### config.mk
export PLATFORM = sky130hd
export DESIGN_NAME = uart_apb_sequencer
export DESIGN_NICKNAME = d
export VERILOG_FILES = /design/src/rtl/uart_apb_sequencer.sv
export SDC_FILE = /design/constraint.sdc
export NUM_CORES = 1
export LEC_CHECK = 0
export ABC_CLOCK_PERIOD_IN_PS = 4000
export CAP_MARGIN = 20
export CORE_MARGIN = 5
export CORE_UTILIZATION = 40
export DETAILED_ROUTE_END_ITERATION = 6
export PLACE_DENSITY = 0.75
export SYNTH_ARGS = -nofsm -noshare
export SYNTH_HDL_FRONTEND = slang
export SYNTH_SLANG_ARGS = --single-unit
### constraint.sdc
create_clock -name clk -period 4 [get_ports clk]
set_clock_uncertainty 0.1 [all_clocks]
set_input_delay 0.4 -clock clk [delete_from_list [all_inputs] [get_ports clk]]
set_output_delay 0.4 -clock clk [all_outputs]
set_load 0.02 [all_outputs]
### src/rtl/uart_apb_sequencer.sv
// uart_apb_sequencer: programs a 16550-style UART over APB, then arbitrates THR writes and RBR reads.
module uart_apb_sequencer #(
  parameter int APB_ADDR_WIDTH = 12,
  parameter int WAIT_MAX = 15
) (
  input  logic clk,
  input  logic rst,
  input  logic cfg_start,
  input  logic [7:0] cfg_ier,
  input  logic [7:0] cfg_fcr,
  input  logic [7:0] cfg_lcr,
  input  logic [7:0] cfg_dll,
  input  logic [7:0] cfg_dlh,
  output logic cfg_done,
  input  logic tx_valid,
  input  logic [7:0] tx_data,
  output logic tx_ready,
  input  logic rx_req,
  output logic rx_ack,
  output logic rx_valid,
  output logic [7:0] rx_data,
  output logic [APB_ADDR_WIDTH-1:0] paddr,
  output logic [31:0] pwdata,
  output logic pwrite,
  output logic psel,
  output logic penable,
  input  logic [31:0] prdata,
  input  logic pready,
  input  logic pslverr,
  output logic err
);
  localparam int WW = $clog2(WAIT_MAX + 1);
  typedef enum logic [2:0] {IDLE, CFG_SETUP, CFG_ACCESS, RUN, XF_SETUP, XF_ACCESS} state_t;
  state_t state;
  logic [2:0] idx;
  logic [WW-1:0] wait_cnt;
  logic prefer_rx;
  logic [7:0] fcr_q, lcr_q, dll_q, dlh_q;
  logic in_run, grant_tx, grant_rx, start, timeout, done, unused;

  function automatic logic [7:0] cfg_addr(input logic [2:0] i);
    return i == 3'd0 ? 8'h04 : i == 3'd1 ? 8'h08 : i == 3'd2 ? 8'h0C : i == 3'd3 ? 8'h10 :
           i == 3'd4 ? 8'h1C : i == 3'd5 ? 8'h20 : i == 3'd6 ? 8'h24 : 8'h28;
  endfunction

  // MCR, SCR and MDR are always written as zero
  function automatic logic [7:0] cfg_data(input logic [2:0] i);
    return i == 3'd1 ? fcr_q : i == 3'd2 ? lcr_q : i == 3'd5 ? dll_q : i == 3'd6 ? dlh_q : 8'h00;
  endfunction

  assign in_run = state == RUN;
  assign grant_tx = in_run && tx_valid && (!rx_req || !prefer_rx);
  assign grant_rx = in_run && rx_req && (!tx_valid || prefer_rx);
  assign tx_ready = grant_tx;
  assign rx_ack = grant_rx;
  assign start = cfg_start && (state == IDLE || (in_run && !grant_tx && !grant_rx));
  assign timeout = !pready && wait_cnt == WW'(WAIT_MAX - 1);
  assign done = pready || timeout;
  assign unused = ^prdata[31:8];

  always_ff @(posedge clk or posedge rst) begin
    if (rst) begin
      state <= IDLE;
      idx <= '0;
      wait_cnt <= '0;
      prefer_rx <= 1'b0;
      {fcr_q, lcr_q, dll_q, dlh_q} <= '0;
      {psel, penable, pwrite} <= '0;
      paddr <= '0;
      pwdata <= '0;
      cfg_done <= 1'b0;
      err <= 1'b0;
      rx_valid <= 1'b0;
      rx_data <= '0;
    end else begin
      rx_valid <= 1'b0;
      if (start) begin
        state <= CFG_SETUP;
        idx <= '0;
        wait_cnt <= '0;
        err <= 1'b0;
        cfg_done <= 1'b0;
        {fcr_q, lcr_q, dll_q, dlh_q} <= {cfg_fcr, cfg_lcr, cfg_dll, cfg_dlh};
        {psel, penable, pwrite} <= 3'b101;
        paddr <= APB_ADDR_WIDTH'(cfg_addr(3'd0));
        pwdata <= {24'h0, cfg_ier};
      end else begin
        case (state)
          CFG_SETUP: begin
            state <= CFG_ACCESS;
            penable <= 1'b1;
          end
          XF_SETUP: begin
            state <= XF_ACCESS;
            penable <= 1'b1;
          end
          CFG_ACCESS, XF_ACCESS: begin
            wait_cnt <= done ? '0 : wait_cnt + 1'b1;
            if (done) begin
              penable <= 1'b0;
              if (timeout || pslverr) err <= 1'b1;
              if (state == XF_ACCESS && !pwrite && pready) begin
                rx_valid <= 1'b1;
                rx_data <= prdata[7:0];
              end
              if (state == XF_ACCESS || idx == 3'd7) begin
                state <= RUN;
                psel <= 1'b0;
                cfg_done <= 1'b1;
              end else begin
                state <= CFG_SETUP;
                idx <= idx + 3'd1;
                paddr <= APB_ADDR_WIDTH'(cfg_addr(idx + 3'd1));
                pwdata <= {24'h0, cfg_data(idx + 3'd1)};
              end
            end
          end
          RUN: if (grant_tx || grant_rx) begin
            state <= XF_SETUP;
            psel <= 1'b1;
            pwrite <= grant_tx;
            paddr <= '0;
            pwdata <= grant_tx ? {24'h0, tx_data} : '0;
            prefer_rx <= grant_tx;
          end
          default: ;
        endcase
      end
    end
  end
endmodule

==> flow_summary_export.csv, run 1 <==
group,metric,value,unit
clock_network,clock_sinks,69,
layout,drive_above_1_share,6.76,%
clock_network,ctsHoldBuffers,0,
synthesis,ys_seq_area_share,46.4,%
grt,grt.total_usage,16.4,%
worst_setup_path,crit_chain,"and3b_1 > and3_1 > clkdlybuf4s50_1",
sta,relSlewSlack,29.0,%
synthesis,yosysTopAreaCell,"dfrtp_1",
synthesis,yosys.area_share.simple,17.2,%
sta,fmax,0.342,GHz
synthesis,yosys.area_share.xor_xnor,0.236,%
worst_setup_path,path_class,"flop to output pin",
floorplanning,die-area,0.0113,mm²
worst_setup_path,cp-end-kind,"output pin",
worst_setup_path,cp_slowest_cell,"clkdlybuf4s50_1",
sta,period_share,73.1,%
power_and_ir_drop,ir_drop,0.316,mV
synthesis,synth_mux_area_share,9.39,%
worst_setup_path,required,3.50,ns
grt,grt_max_degree,58,
synthesis,synth-edff-count,0,
clock_network,cts_tree,"built",
worst_setup_path,crit_arrival,2.43,ns
sta,rsz0062_at_grt,"no",
grt,use_met3,2.37,%
clock_network,clk_pin_slew,0.07,ns
sta,maxSlewViolCount,0,
power_and_ir_drop,swShare,37.6,%
placed_design,gp_congestion,0.819,
job,max_cap_violations,0,
clock_network,clockBufferDepth,2,
floorplanning,core_area,0.00915,mm²
floorplanning,die_w,106,µm
routing,first_pass_iters,4,
power_and_ir_drop,clockPowerShare,19.9,%
power_and_ir_drop,power_density,656,mW/mm²
synthesis,syn_inst,400,
synthesis,synth.top_cells.by_area,"dfrtp_1 (46%), nand2_1 (12%), buf_4 (6.7%), mux2i_1 (5.7%), ha_1 (2.7%)",
sta,tightestPinTransition,1.06,ns
grt,antenna_found_initial,0,
placed_design,port_buffers,90,
worst_setup_path,path_max_fanout,15,
synthesis,synth_seq_cells,69,
synthesis,yosys_most_used_dff,"dfrtp_1",
clock_network,clock_latency,0.34,ns
power_and_ir_drop,comb_power_share,42.4,%
power_and_ir_drop,p_leak,2.17,nW
routing,drt-initial-drc-count,144,
synthesis,synth-async-reset-ratio,100,%
layout,final_cell_mix,"nand2_1 (114), clkdlybuf4s50_1 (90), dfrtp_1 (69)",
worst_setup_path,ff2ff_setup_slack,1.32,ns
synthesis,synth_top_family_by_area,"simple AND/OR/NAND/NOR gates",
grt,grt_first_pass_wirelength,14.9,mm
clock_network,postCtsSetupBuffers,0,
grt,globalRouteOverflowTotal,0,
synthesis,synth_top_area_share,46.4,%
power_and_ir_drop,p_switching,0.00118,W
floorplanning,die_h,106,µm
grt,grt_pass1_vias,3107,
layout,fin_area,0.00478,mm²
synthesis,synth-adder-area-share,2.69,%
layout,final_nets,579,
routing,via_per_inst,5.14,
layout,diodes,0,
synthesis,yosys_warnings,0,
worst_setup_path,start_kind,"flop",
floorplanning,initial_core_util,40.6,%
clock_network,cts_buffers,9,
synthesis,synth-compound-area-share,13.6,%
min_path,hp-class,"input port to async pin",
power_and_ir_drop,power_frac_seq,37.7,%
floorplanning,rows,35,
run_status,outcome,"complete, no violations",
grt,grt_use_met2,28.1,%
sta,finalSetupViolCount,0,
grt,use_met1,20.3,%
sta,fin_tns_setup,0,ns
sta,hold_violations,0,
placed_design,dp_hpwl,6.57,mm
synthesis,ys_types,46,
routing,routed-via-count,3078,
synthesis,avgSynthCellArea,9.29,µm²
layout,final_common_cell,"nand2_1",
placed_design,post_dp_cell_area,0.00456,mm²
grt,grt_most_used_layer,"met2",
layout,fill_cells,833,
power_and_ir_drop,p_int,0.00195,W
routing,wl,9.14,mm
worst_setup_path,critical-path-max-stage-delay,0.69,ns
synthesis,syn_area,0.00372,mm²
routing,wire_per_inst,15.3,µm
floorplanning,ios,147,
clock_network,post_cts_resized,0,
routing,final_antenna_net_count,0,
sta,fin_crit,2.93,ns
layout,area_growth,28.5,%
routing,drc,0,
clock_network,cts-htree-levels,3,
clock_network,cts-root-buf,"clkbuf_8",
power by group through the flow:
stage	clock network [W]	registers, W	logic (W)
2_1_floorplan	0	0.00128	0.000773
3_3_place_gp	0	0.00117	0.00129
3_5_place_dp	0	0.00120	0.00132
4_1_cts	0.000635	0.00118	0.00134
5_1_grt	0.000670	0.00123	0.00146
6_report	0.000624	0.00118	0.00133
critical path: cells and delay by family, from the launching register on:
kind,cells,cell delay (ns)
DFF,1,0.61
and+or+nand+nor,2,0.79
buffers and inverters,1,0.69
Yosys cell counts, drive strengths merged, types with 2 or more instances:
cell type and n:
or3 2, o211ai 2, a22oi 9, nor2 12, buf 48, a211oi 11
nand2b 2, o21ai 9, dfrtp 69, nand3 4, ha 8, clkbuf 4
o22ai 11, a21o 3, or4b 2, a31oi 10, mux2 12, o21a 5
a21oi 12, nor3 2, nor2b 2, mux2i 21, nand2 114, a221oi 2
inv 11
final timing paths:
path,end,depth (start not counted),start
setup / recovery,tx_ready,3,state[0]$_DFFE_PP0P_
hold / removal,rx_data[4]$_DFFE_PP0P_,2,rst
setup reg to reg,wait_cnt[2]$_DFFE_PP0N_,4,state[1]$_DFFE_PP0P_
hold reg to reg,fcr_q[7]$_DFFE_PP0P_,2,fcr_q[7]$_DFFE_PP0P_
max in group asynchronous,dll_q[5]$_DFFE_PP0P_,3,rst
min in group clk,fcr_q[7]$_DFFE_PP0P_,2,fcr_q[7]$_DFFE_PP0P_
routing by layer:
metal  up-vias  share of wire [%]
met5         -                  0
met4         0                2.8
met3        21                4.0
met2        87                 52
met1      1497                 41
li1       1473                  -
cell families (layout without fill, tap and decap cells):
family	after synthesis	in the layout
other	1	32
adders and majority gates	8	8
muxes	33	33
AOI/OAI and AO/OA	76	76
xor gates and xnor gates	1	1
and+or+nand+nor	149	149
DFF	69	69
buffers and inverters	63	120
sequential cells by signal, indices dropped and copies added (netlist names), 3 cells and up:
name and count:
dll_q 8, dlh_q 8, idx 3, fcr_q 8, paddr 4, lcr_q 8
state 3, rx_data 8, pwdata 8, wait_cnt 4
stage by stage:
step / setup WS [ns] / total power, W / util [%] / std cells / hold WS [ns]
floorplan: 1.76 / 0.00205 / - / 431 / 0.345
global placement: 1.38 / 0.00247 / 49.9 / 584 / 0.358
detailed placement: 1.34 / 0.00252 / 49.9 / 584 / 0.362
CTS: 1.06 / 0.00316 / 52.2 / 599 / 0.306
global route: 0.879 / 0.00336 / 52.2 / 599 / 0.339
finish: 1.07 / 0.00313 / 52.2 / 599 / 0.296
layout make-up:
| cell class | instances | area, µm² | area share, % |
|---|---|---|---|
| timing repair buffer | 94 | 931 | 19.5 |
| clock inverter | 4 | 72.6 | 1.52 |
| multi-input combinational | 299 | 1730 | 36.1 |
| inverter | 11 | 41.3 | 0.864 |
| tap | 111 | 139 | 2.91 |
| clock buffer | 11 | 141 | 2.96 |
| sequential | 69 | 1730 | 36.1 |
(Power assumes the default switching activity.)
==> run 2: changes to the inputs <==
ABC_CLOCK_PERIOD_IN_PS = 2800   (was 4000)
clock period = 2.8 ns   (was 4 ns; I/O delays follow)
==> run 2 against run 1 <==
Net effect:
- register-to-register slack got worse by 0.73 ns
- via count is essentially flat
- design area increased by 0.73%
- critical path depth unchanged
- critical path type unchanged
- critical endpoint unchanged
==> flow_summary_export.csv, run 2 (synthesis gave the netlist of run 1 again) <==
group,metric,value,unit
run_status,outcome,"complete, no violations",
power_and_ir_drop,power_density,922,mW/mm²
floorplanning,initial_core_util,40.6,%
layout,final_nets,583,
floorplanning,die_w,106,µm
sta,relSlewSlack,51.5,%
clock_network,cts-htree-levels,3,
clock_network,cts_tree,"built",
placed_design,port_buffers,90,
worst_setup_path,cp_slowest_cell,"clkdlybuf4s50_1",
grt,globalRouteOverflowTotal,0,
grt,antenna_found_initial,0,
floorplanning,die_h,106,µm
power_and_ir_drop,ir_drop,0.325,mV
clock_network,post_cts_resized,0,
sta,fin_crit,2.65,ns
grt,grt_max_degree,38,
clock_network,clock_sinks,69,
routing,drt-met1-wl,3.68,mm
routing,drc,0,
sta,fin_tns_setup,0,ns
routing,wire_per_inst,14.8,µm
sta,tightestPinTransition,0.726,ns
worst_setup_path,regToRegEndpoint,"paddr[5]$_DFFE_PP0P_",
layout,final_cell_mix,"nand2_1 (114), clkdlybuf4s50_1 (90), dfrtp_1 (69)",
floorplanning,ios,147,
worst_setup_path,required,2.42,ns
worst_setup_path,rr_worst_depth,7,
power_and_ir_drop,p_leak,2.19,nW
layout,drive_above_1_share,7.91,%
layout,diodes,0,
grt,grt.total_usage,16.1,%
layout,area_growth,29.5,%
worst_setup_path,ff2ff_setup_slack,0.59,ns
clock_network,cts_buffers,9,
sta,period_share,94.6,%
sta,fmax,0.378,GHz
min_path,hp-class,"input port to async pin",
clock_network,postCtsSetupBuffers,0,
placed_design,gp_congestion,0.821,
grt,grt_pass1_vias,3016,
placed_design,dp_hpwl,6.73,mm
layout,fin_area,0.00481,mm²
clock_network,cts-root-buf,"clkbuf_8",
sta,maxSlewViolCount,0,
worst_setup_path,cp-end-kind,"output pin",
sta,finalSetupViolCount,0,
worst_setup_path,path_max_fanout,15,
job,max_cap_violations,0,
routing,drt-initial-drc-count,164,
grt,grt_first_pass_wirelength,14.6,mm
routing,wl,8.94,mm
floorplanning,die-area,0.0113,mm²
worst_setup_path,start_kind,"flop",
routing,routed-via-count,3075,
worst_setup_path,path_class,"flop to output pin",
routing,first_pass_iters,5,
placed_design,post_dp_cell_area,0.00461,mm²
sta,hold_violations,0,
routing,wl_met2,4.82,mm
clock_network,clockBufferDepth,2,
clock_network,clk_pin_slew,0.08,ns
routing,via_per_inst,5.09,
floorplanning,rows,35,
worst_setup_path,crit_chain,"and3b_1 > and3_1 > clkdlybuf4s50_1",
layout,final_common_cell,"nand2_1",
floorplanning,core_area,0.00915,mm²
worst_setup_path,critical-path-max-stage-delay,0.64,ns
sta,rsz0062_at_grt,"no",
routing,final_antenna_net_count,0,
routing,highest_layer,"met4",
routing,route.met3.wl,345,µm
clock_network,ctsHoldBuffers,0,
worst_setup_path,worstReg2RegStart,"idx[0]$_DFFE_PP0P_",
clock_network,clock_latency,0.35,ns
worst_setup_path,crit_arrival,2.27,ns
-- run 2: worst max-delay path: cells and delay by family (launching register included) --
kind          cells  cell delay (ns)
flops             1             0.62
buf+inv           1             0.64
simple gates      2             0.66
-- run 2: how the worst max path moves through the flow --
stage	from	to	cells after the start
5_1_grt	state[0]$_DFFE_PP0P_	rx_ack	4
3_5_place_dp	state[0]$_DFFE_PP0P_	tx_ready	3
4_1_cts	state[0]$_DFFE_PP0P_	tx_ready	3
6_report	state[0]$_DFFE_PP0P_	tx_ready	3
2_1_floorplan	rst	cfg_done$_DFFE_PP0P_	1
3_3_place_gp	state[0]$_DFFE_PP0P_	tx_ready	3
-- run 2: final cells by class --
class                      instances  area [µm²]
fill                             839        4340
sequential                        69        1730
multi-input combinational        299        1730
timing repair buffer              98         973
tap                              111         139
clock buffer                       9         124
clock inverter                     7        82.6
inverter                          11        41.3
-- run 2: per-stage QoR --
stage	instances	setup WS [ns]	hold slack (ns)	utilization, %	total power (W)
detailed placement	588	0.542	0.362	50.3	0.00361
floorplan	431	0.680	0.284	-	0.00293
global route	604	0.0405	0.330	52.6	0.00476
finish	604	0.152	0.271	52.6	0.00443
CTS	604	0.141	0.272	52.6	0.00448
global placement	588	0.566	0.358	50.3	0.00354
-- run 2: power breakdown --
part	leakage [nW]	internal [W]	switching, W
combinational	1.22	0.000893	0.00100
clock	0.0984	0.000425	0.000426
sequential	0.870	0.00139	0.000302
total	2.19	0.00271	0.00173
-- run 2: routing by layer --
layer  vias to the layer above  GRT usage (%)
li1                       1481              -
met1                      1512           19.8
met2                        75           27.8
met3                         7           2.91
met4                         0           6.11
met5                         -              0
